--- config.mk ---
export PLATFORM = sky130hd
export DESIGN_NAME = mac_acc_flat
export DESIGN_NICKNAME = d
export VERILOG_FILES = /design/src/rtl/mac_acc_if.sv /design/src/rtl/mac_acc.sv /design/src/flat_wrapper.sv
export SDC_FILE = /design/constraint.sdc
export NUM_CORES = 1
export LEC_CHECK = 0
export ABC_CLOCK_PERIOD_IN_PS = 7500
export CORE_MARGIN = 5
export CORE_UTILIZATION = 55
export DETAILED_ROUTE_END_ITERATION = 12
export GPL_ROUTABILITY_DRIVEN = 0
export MAX_ROUTING_LAYER = met4
export PLACE_DENSITY = 0.81
export SKIP_LAST_GASP = 1
export SLEW_MARGIN = 0
export SYNTH_ARGS = -nofsm -noshare
export SYNTH_HDL_FRONTEND = slang
export SYNTH_SLANG_ARGS = --single-unit
export TNS_END_PERCENT = 5
--- constraint.sdc ---
create_clock -name clk -period 7.5 [get_ports clk]
set_input_delay 1.125 -clock clk [delete_from_list [all_inputs] [get_ports clk]]
set_output_delay 1.125 -clock clk [all_outputs]
set_load 0.05 [all_outputs]
--- src/rtl/mac_acc_if.sv ---
// mac_acc_if: operand stream in, result stream out, for the mac_acc block.
// master = operand source / result consumer side, slave = the MAC itself.
interface mac_acc_if #(
    parameter int DATA_W = 8,
    parameter int ACC_W  = 18,
    parameter int CNT_W  = 8
);
    logic                     in_valid;
    logic                     in_ready;
    logic signed [DATA_W-1:0] a;
    logic signed [DATA_W-1:0] b;
    logic                     last;
    logic                     out_valid;
    logic                     out_ready;
    logic signed [ACC_W-1:0]  out;
    logic [CNT_W-1:0]         beats;
    logic                     ovf;

    modport master (
        output in_valid, a, b, last, out_ready,
        input  in_ready, out_valid, out, beats, ovf
    );

    modport slave (
        input  in_valid, a, b, last, out_ready,
        output in_ready, out_valid, out, beats, ovf
    );
endinterface

--- src/rtl/mac_acc.sv ---
// mac_acc: pipelined signed multiply-accumulate over vectors delimited by
// last, one result (dot product, beat count, sticky overflow) per vector.
// Optional feature: define MAC_SATURATE_EN to clamp the accumulator on
// overflow instead of two's-complement wrap.
module mac_acc #(
    parameter int DATA_W = 8,
    parameter int ACC_W  = 18,
    parameter int CNT_W  = 8
) (
    input logic     clk,
    input logic     rst,
    mac_acc_if.slave bus
);

    typedef enum logic [1:0] {S_ACC, S_DRAIN, S_HOLD} state_t;

    state_t                     r_state;
    state_t                     w_state_nxt;
    logic                       r_rst_done;
    logic                       w_in_ready;
    logic                       w_accept;

    logic signed [2*DATA_W-1:0] w_prod;
    logic signed [2*DATA_W-1:0] r_prod;
    logic                       r_p_valid;
    logic                       r_p_last;

    logic                       r_first;
    logic [ACC_W-1:0]           r_acc;
    logic [CNT_W-1:0]           r_cnt;
    logic                       r_ovf_acc;
    logic [ACC_W:0]             w_base;
    logic [ACC_W:0]             w_prod_ext;
    logic [ACC_W:0]             w_sum;
    logic                       w_ovf_bit;
    logic [ACC_W-1:0]           w_acc_nxt;
    logic [CNT_W-1:0]           w_cnt_nxt;
    logic                       w_ovf_nxt;

    logic [ACC_W-1:0]           r_out;
    logic [CNT_W-1:0]           r_beats;
    logic                       r_ovf;
    logic                       r_out_valid;

    assign w_accept      = bus.in_valid && w_in_ready;
    assign bus.in_ready  = w_in_ready;
    assign bus.out_valid = r_out_valid;
    assign bus.out       = r_out;
    assign bus.beats     = r_beats;
    assign bus.ovf       = r_ovf;

    // State register; r_rst_done keeps in_ready low until the first edge after reset release.
    always_ff @(posedge clk or posedge rst) begin
        if (rst) begin
            r_state    <= S_ACC;
            r_rst_done <= 1'b0;
        end else begin
            r_state    <= w_state_nxt;
            r_rst_done <= 1'b1;
        end
    end

    // Next-state and in_ready decode (registered state only, no path from out_ready).
    always_comb begin
        w_state_nxt = r_state;
        w_in_ready  = 1'b0;
        case (r_state)
            S_ACC: begin
                w_in_ready = r_rst_done;
                if (bus.in_valid && r_rst_done && bus.last) w_state_nxt = S_DRAIN;
            end
            S_DRAIN: w_state_nxt = S_HOLD;
            S_HOLD:  if (bus.out_ready) w_state_nxt = S_ACC;
            default: w_state_nxt = S_ACC;
        endcase
    end

    assign w_prod = $signed({{DATA_W{bus.a[DATA_W-1]}}, bus.a})
                  * $signed({{DATA_W{bus.b[DATA_W-1]}}, bus.b});

    // Stage 1: register the product of each accepted beat.
    always_ff @(posedge clk or posedge rst) begin
        if (rst) begin
            r_prod    <= '0;
            r_p_valid <= 1'b0;
            r_p_last  <= 1'b0;
        end else begin
            r_p_valid <= w_accept;
            r_p_last  <= w_accept && bus.last;
            if (w_accept) r_prod <= w_prod;
        end
    end

    // Stage 2 arithmetic: one guard bit above the accumulator exposes overflow.
    always_comb begin
        w_base     = r_first ? '0 : {r_acc[ACC_W-1], r_acc};
        w_prod_ext = {{(ACC_W+1-2*DATA_W){r_prod[2*DATA_W-1]}}, r_prod};
        w_sum      = w_base + w_prod_ext;
        w_ovf_bit  = w_sum[ACC_W] ^ w_sum[ACC_W-1];
`ifdef MAC_SATURATE_EN
        if (!w_ovf_bit)
            w_acc_nxt = w_sum[ACC_W-1:0];
        else if (w_sum[ACC_W])
            w_acc_nxt = {1'b1, {(ACC_W-1){1'b0}}};
        else
            w_acc_nxt = {1'b0, {(ACC_W-1){1'b1}}};
`else
        w_acc_nxt = w_sum[ACC_W-1:0];
`endif
        w_cnt_nxt = (r_cnt == '1) ? r_cnt : r_cnt + CNT_W'(1);
        w_ovf_nxt = r_ovf_acc | w_ovf_bit;
    end

    // Stage 2 state and result registers; the final beat loads the result and rearms for the next vector.
    always_ff @(posedge clk or posedge rst) begin
        if (rst) begin
            r_first     <= 1'b1;
            r_acc       <= '0;
            r_cnt       <= '0;
            r_ovf_acc   <= 1'b0;
            r_out       <= '0;
            r_beats     <= '0;
            r_ovf       <= 1'b0;
            r_out_valid <= 1'b0;
        end else begin
            if (r_out_valid && bus.out_ready) r_out_valid <= 1'b0;
            if (r_p_valid) begin
                r_acc <= w_acc_nxt;
                if (r_p_last) begin
                    r_out       <= w_acc_nxt;
                    r_beats     <= w_cnt_nxt;
                    r_ovf       <= w_ovf_nxt;
                    r_out_valid <= 1'b1;
                    r_first     <= 1'b1;
                    r_cnt       <= '0;
                    r_ovf_acc   <= 1'b0;
                end else begin
                    r_cnt       <= w_cnt_nxt;
                    r_ovf_acc   <= w_ovf_nxt;
                    r_first     <= 1'b0;
                end
            end
        end
    end

endmodule
--- src/flat_wrapper.sv ---
// flat-port wrapper written by rule: the top's interface ports become plain ports
module mac_acc_flat 
#(
    parameter int DATA_W = 8,
    parameter int ACC_W  = 18,
    parameter int CNT_W  = 8
)
  (clk, rst, bus_in_valid, bus_a, bus_b, bus_last, bus_out_ready, bus_in_ready, bus_out_valid, bus_out, bus_beats, bus_ovf);
  mac_acc_if #(.DATA_W(DATA_W), .ACC_W(ACC_W), .CNT_W(CNT_W)) bus_i ();
  input logic clk;
  input logic rst;
  input wire logic [$bits(bus_i.in_valid)-1:0] bus_in_valid;
  input wire logic [$bits(bus_i.a)-1:0] bus_a;
  input wire logic [$bits(bus_i.b)-1:0] bus_b;
  input wire logic [$bits(bus_i.last)-1:0] bus_last;
  input wire logic [$bits(bus_i.out_ready)-1:0] bus_out_ready;
  output wire logic [$bits(bus_i.in_ready)-1:0] bus_in_ready;
  output wire logic [$bits(bus_i.out_valid)-1:0] bus_out_valid;
  output wire logic [$bits(bus_i.out)-1:0] bus_out;
  output wire logic [$bits(bus_i.beats)-1:0] bus_beats;
  output wire logic [$bits(bus_i.ovf)-1:0] bus_ovf;
  assign bus_i.in_valid = bus_in_valid;
  assign bus_i.a = bus_a;
  assign bus_i.b = bus_b;
  assign bus_i.last = bus_last;
  assign bus_i.out_ready = bus_out_ready;
  assign bus_in_ready = bus_i.in_ready;
  assign bus_out_valid = bus_i.out_valid;
  assign bus_out = bus_i.out;
  assign bus_beats = bus_i.beats;
  assign bus_ovf = bus_i.ovf;
  mac_acc #(.DATA_W(DATA_W), .ACC_W(ACC_W), .CNT_W(CNT_W)) u_core (.clk(clk), .rst(rst), .bus(bus_i));
endmodule
# [Word level (Yosys, flattened, before mapping)]
# Index checks and enable logic that the tools add are counted.
[word_totals] reg_bits=77 inputBits=21 out_inout_bits=29 wordCells=43
[classes] n_addsub=2 n_mul=1 n_eq_ne=5 muxes=12 bitwise_logic=2 reduce_logical=8
[op_table] op="$add 19x19->19" n=1
[op_table] op="$mux 19" n=1
[op_table] op="$mul 8x8->16" n=1
[op_table] op="$mux 8" n=2
[op_table] op="$add 8x1->8 const B" n=1
[op_table] op="$eq 8x8->1 const B" n=1
[op_table] op="$mux 1" n=6
[op_table] op="$pmux 2 s3" n=1
[op_table] op="$logic_and 1x1->1" n=5
[op_table] op="$mux 2" n=2
[op_table] op="$reduce_and 2->1" n=2
[op_table] op="$eq 2x1->1 const B" n=1
[op_table] op="$eq 2x2->1 const B" n=1
[op_table] op="$logic_not 2->1" n=1
[op_table] op="$ne 2x1->1 const B" n=1
[op_table] op="$ne 2x2->1 const B" n=1
[op_table] op="$or 1x1->1" n=1
[op_table] op="$xor 1x1->1" n=1

# [Longest topological paths before layout]
[logic_depth] depth_word=5 mapped_depth=18

# [Least setup slack after synthesis]
# No wires, ideal clock.
[synth_timing] kind="input port to flip-flop" start="in bus_b[4]" end="reg u_core.r_prod[14]" t_arrival_ps=4880 path_slack_ps=2522 cell_stages=16 path_buffers=0 path_cell_list="and2_1 fa_1 inv_1 fa_1 inv_1 fa_1 inv_1 fa_1 inv_1 ha_1 o21ai_0 a21oi_1 o31a_1 o211a_1 o21a_1 o31ai_1"
[synth_via] elab_chain_cells=1
[synth_rtl] item="from (decl)" line="flat_wrapper.sv:14" rtl="input wire logic [$bits(bus_i.b)-1:0] bus_b;"
[synth_rtl] item="$mul 8x8->16" line="mac_acc.sv:79" rtl="* $signed({{DATA_W{bus.b[DATA_W-1]}}, bus.b});"
[synth_rtl] item="to (signal assigned)" line="mac_acc.sv:90" rtl="if (w_accept) r_prod <= w_prod;"
[synth_rtl] item="to (decl)" line="mac_acc.sv:24" rtl="logic signed [2*DATA_W-1:0] r_prod;"
# No other way between the ends.
# A chain may end at the register's enable or synchronous reset.

# [Final worst setup path]
[layout_timing] start="in bus_b[7]" end="reg u_core.r_prod[14]"
# The elaborated chain is that of the path after synthesis.

==> results.rst <==
.. list-table::
   :header-rows: 1

   * - Metric
     - Value
   * - Number of optimization iterations in the first detailed-route pass
     - 4
   * - Number of routed nets with antenna violations
     - 0
   * - Period utilization
     - 73.2%
   * - Net switching power
     - 0.00136 W
   * - Async set or reset register ratio after synthesis
     - 100%
   * - Via/cell ratio
     - 5.43
   * - Number of rows in the core area
     - 39
   * - Biggest fanout along the worst timing path
     - 9
   * - Time the final worst path needs with I/O delays and setup
     - 5.49 ns
   * - Status
     - finished, final reports clean
   * - Total DRC errors in the routed layout
     - 0
   * - Fmax
     - 182 MHz
   * - Yosys synthesis warning count
     - 0
   * - Share of Yosys cell area claimed by the top area cell type
     - 29.6%
   * - Top cells by area, synth
     - sky130_fd_sc_hd__dfrtp_1 (30%), sky130_fd_sc_hd__fa_1 (17%), sky130_fd_sc_hd__ha_1 (9.3%), sky130_fd_sc_hd__inv_1 (5.7%), sky130_fd_sc_hd__mux2_2 (5.4%)
   * - Pre-CTS setup slack
     - 1.67 ns
   * - # nets final
     - 842
   * - Signal arrival time at the worst endpoint
     - 5.73 ns
   * - Dominant register cell in the synthesized netlist
     - sky130_fd_sc_hd__dfrtp_1
   * - CTS H-tree lvls
     - 3
   * - Max-cap viol count
     - 0
   * - Synth unique cells
     - 47
   * - Diodes inserted
     - 0
   * - Met3 capacity usage during global routing
     - 2.11%
   * - Instance area after placement
     - 7070 µm²
   * - Leak Pwr
     - 3.51 nW
   * - TritonCTS clock tree
     - done
   * - Detailed-route wire length
     - 12700 µm
   * - Slew Limit Headroom
     - 36.6%
   * - Clock root buffer
     - sky130_fd_sc_hd__clkbuf_16
   * - Post-DP HPWL
     - 10200 µm
   * - Number of synthesized flops with an enable pin
     - 0
   * - Element type at the critical path end
     - flip-flop
   * - Initial antenna violation count
     - 0
   * - Setup ws final
     - 2.01 ns
   * - Top Usage Layer GRT
     - met2
   * - Power density cells
     - 412 nW/µm²
   * - Proportion of synthesized chip area in sequential cells
     - 30.0%
   * - Placed cells
     - 849
   * - Detailed-route via count
     - 4694
   * - Peak supply drop
     - 0.298 mV
   * - Setup TNS
     - 0 ns
   * - Crit start category
     - primary input
   * - GRT Total Usage
     - 19.8%
   * - Number of nets produced by synthesis
     - 790
   * - I/O pin count
     - 50
   * - Post-CTS Repair Setup Buffers
     - 0
   * - Latest clock arrival within the worst-skew pair
     - 0.34 ns
   * - Congestion Overflow GR
     - 0
   * - Critical Path RT
     - 7.74 ns
   * - Fraction of met1 tracks used by global routing
     - 23.3%
   * - Drt initial violations
     - 302
   * - TritonCTS Sinks
     - 77
   * - Tightest Pin Transition
     - 0.950 ns
   * - Combinational share of power
     - 62.7%
   * - Num CTS Buffers
     - 9
   * - Final routed wire length divided by cell count
     - 14.7 µm
   * - Fraction of final layout cells with drive strength greater than 1
     - 7.76%
   * - Count leader, synth
     - sky130_fd_sc_hd__inv_1
   * - Path category of the worst min-delay check
     - reg -> reg
   * - Starting density of the core
     - 56.3%
   * - RSZ-0062 raised after global routing
     - no
   * - Gates resized, CTS repair
     - 0
   * - Vias in the first global route
     - 5031
   * - Total of endpoints with negative setup slack in the final report
     - 0
   * - Share of total power consumed by net switching
     - 44.7%
   * - Mapped Area
     - 6420 µm²
   * - Clock Power Share
     - 15.2%
   * - Reg power frac
     - 22.1%
   * - # port buffers
     - 49
   * - Final hold violation count
     - 0
   * - DIE AREA
     - 13900 µm²
   * - Int Power
     - 0.00168 W
   * - Wire length of the first global-routing pass
     - 22500 µm
   * - Reg2reg setup slack
     - 4.48 ns
   * - Hold_buf cts
     - 0
   * - Core ar.
     - 11400 µm²
   * - Post-CTS clock slew at the launch and capture registers of the worst setup and hold paths
     - 0.06 ns
   * - Maximum number of pins on one net before global-route repair
     - 78
   * - Worst-case clock skew
     - 0.00901 ns
   * - Register bit total from synthesis
     - 77
   * - GR met2 Demand/Resource
     - 34.0%
   * - Final std cell area, no fill
     - 7400 µm²
   * - Final core area utilization
     - 64.8%
   * - Synth cell count leaders
     - sky130_fd_sc_hd__inv_1 (98), sky130_fd_sc_hd__dfrtp_1 (76), sky130_fd_sc_hd__nand2_1 (65)
   * - Clock tree buffer depth
     - 2
   * - Kind of critical path
     - in -> reg
   * - Number of standard cells in the final layout excluding fillers
     - 865
   * - Chip Height
     - 118 µm
   * - Syn-to-layout area delta
     - 15.2%
   * - Number of pins with negative max-slew slack in the final report
     - 0
   * - Largest area contributor in the synthesized netlist
     - sky130_fd_sc_hd__dfrtp_1
   * - Gate Count Post-Synth
     - 665
   * - Average size of a mapped cell
     - 9.66 µm²
   * - X dimension of the die
     - 118 µm
## layout make-up
cell class | instances | area [µm²]
Inverter | 99 | 372
Fill cell | 929 | 4020
Clock inverter | 6 | 86.3
Timing Repair Buffer | 52 | 513
Sequential cell | 77 | 1930
Clock buffer | 10 | 239
Tap cell | 143 | 179
Multi-Input combinational cell | 478 | 4080
## sequential cells by signal (all words and copies together) (netlist names), 2 cells and up
signal,count
u_core.r_prod,16
u_core.r_acc,18
u_core.r_state,2
u_core.bus.beats,8
u_core.bus.out,18
u_core.r_cnt,8
## per-layer routing
metal / vias to the layer above / share of wire, %
li1: 2274 / -
met1: 2249 / 43
met2: 134 / 50
met3: 37 / 3.4
met4: 0 / 2.9
met5: - / 0
## worst max-delay path, stage by stage
cell and delay, ns:
sky130_fd_sc_hd__clkdlybuf4s50_1 0.64, sky130_fd_sc_hd__nand2b_1 0.14, sky130_fd_sc_hd__fa_1 0.52, sky130_fd_sc_hd__fa_1 0.55
sky130_fd_sc_hd__inv_1 0.05, sky130_fd_sc_hd__fa_1 0.53, sky130_fd_sc_hd__inv_1 0.06, sky130_fd_sc_hd__fa_1 0.53
sky130_fd_sc_hd__inv_1 0.04, sky130_fd_sc_hd__ha_1 0.34, sky130_fd_sc_hd__o21ai_0 0.13, sky130_fd_sc_hd__a21oi_1 0.14
sky130_fd_sc_hd__o31a_1 0.29, sky130_fd_sc_hd__o211a_1 0.25, sky130_fd_sc_hd__o21a_1 0.17, sky130_fd_sc_hd__o31ai_1 0.21
## logic make-up (layout without fill, tap and decap cells)
| family | count (synthesis) | in the layout | share of synthesized area [%] |
|---|---|---|---|
| xor gates and xnor gates | 30 | 30 | 4.09 |
| and+or+nand+nor | 190 | 190 | 15.0 |
| DFF | 77 | 77 | 30.0 |
| adders and majority gates | 104 | 104 | 26.8 |
| buffers and inverters | 110 | 167 | 6.43 |
| other | 1 | 1 | 0.0584 |
| AOI/OAI and AO/OA | 118 | 118 | 11.5 |
| muxes | 35 | 35 | 6.06 |
## stage by stage
stage                     hold slack (ns)  total power, W
after global routing                0.499         0.00330
after CTS                           0.488         0.00306
after floorplan                     0.444         0.00212
after detailed placement            0.474         0.00258
after global placement              0.457         0.00248
final                               0.482         0.00305
## power by group through the flow
stage / clock (W) / combinational (W) / sequential [W]
after CTS: 0.000472 / 0.00191 / 0.000674
after floorplan: 0 / 0.00127 / 0.000850
final: 0.000464 / 0.00191 / 0.000673
after detailed placement: 0 / 0.00190 / 0.000678
after global routing: 0.000489 / 0.00212 / 0.000695
after global placement: 0 / 0.00182 / 0.000669
## path summary, 6_finish.rpt
path / to / start / cells past startpoint
max: u_core.r_prod[14] / bus_b[7] / 16
max in group asynchronous: u_core.bus.out[4] / rst / 3
min reg2reg: u_core.bus.out[1] / u_core.bus.out[1] / 2
max reg2reg: u_core.r_acc[11] / u_core.r_first / 11
min: u_core.bus.out[1] / u_core.bus.out[1] / 2
min in group asynchronous: u_core.bus.out[5] / rst / 3
## cells in the final DEF (no fill, tap or decap), types with 3 or more instances in the layout
cell / n
sky130_fd_sc_hd__buf_4: 3
sky130_fd_sc_hd__nand2b_1: 5
sky130_fd_sc_hd__fa_1: 56
sky130_fd_sc_hd__and3_1: 4
sky130_fd_sc_hd__nor3_1: 5
sky130_fd_sc_hd__a21oi_1: 29
sky130_fd_sc_hd__a21o_1: 8
sky130_fd_sc_hd__nand3_1: 8
sky130_fd_sc_hd__o21a_1: 8
sky130_fd_sc_hd__ha_1: 48
sky130_fd_sc_hd__mux2i_1: 4
sky130_fd_sc_hd__nor2_1: 24
sky130_fd_sc_hd__xnor2_1: 23
sky130_fd_sc_hd__o21ai_0: 41
sky130_fd_sc_hd__a211oi_1: 4
sky130_fd_sc_hd__nand2_1: 65
sky130_fd_sc_hd__inv_1: 97
sky130_fd_sc_hd__dfrtp_1: 76
sky130_fd_sc_hd__clkdlybuf4s50_1: 49
sky130_fd_sc_hd__o31ai_1: 8
sky130_fd_sc_hd__clkbuf_16: 9
sky130_fd_sc_hd__and2_1: 45
sky130_fd_sc_hd__nor2b_1: 24
sky130_fd_sc_hd__or3_1: 3
sky130_fd_sc_hd__o21bai_1: 4
sky130_fd_sc_hd__mux2_2: 31
sky130_fd_sc_hd__xor2_1: 7
Note: power is estimated with default switching activity, not from simulation.
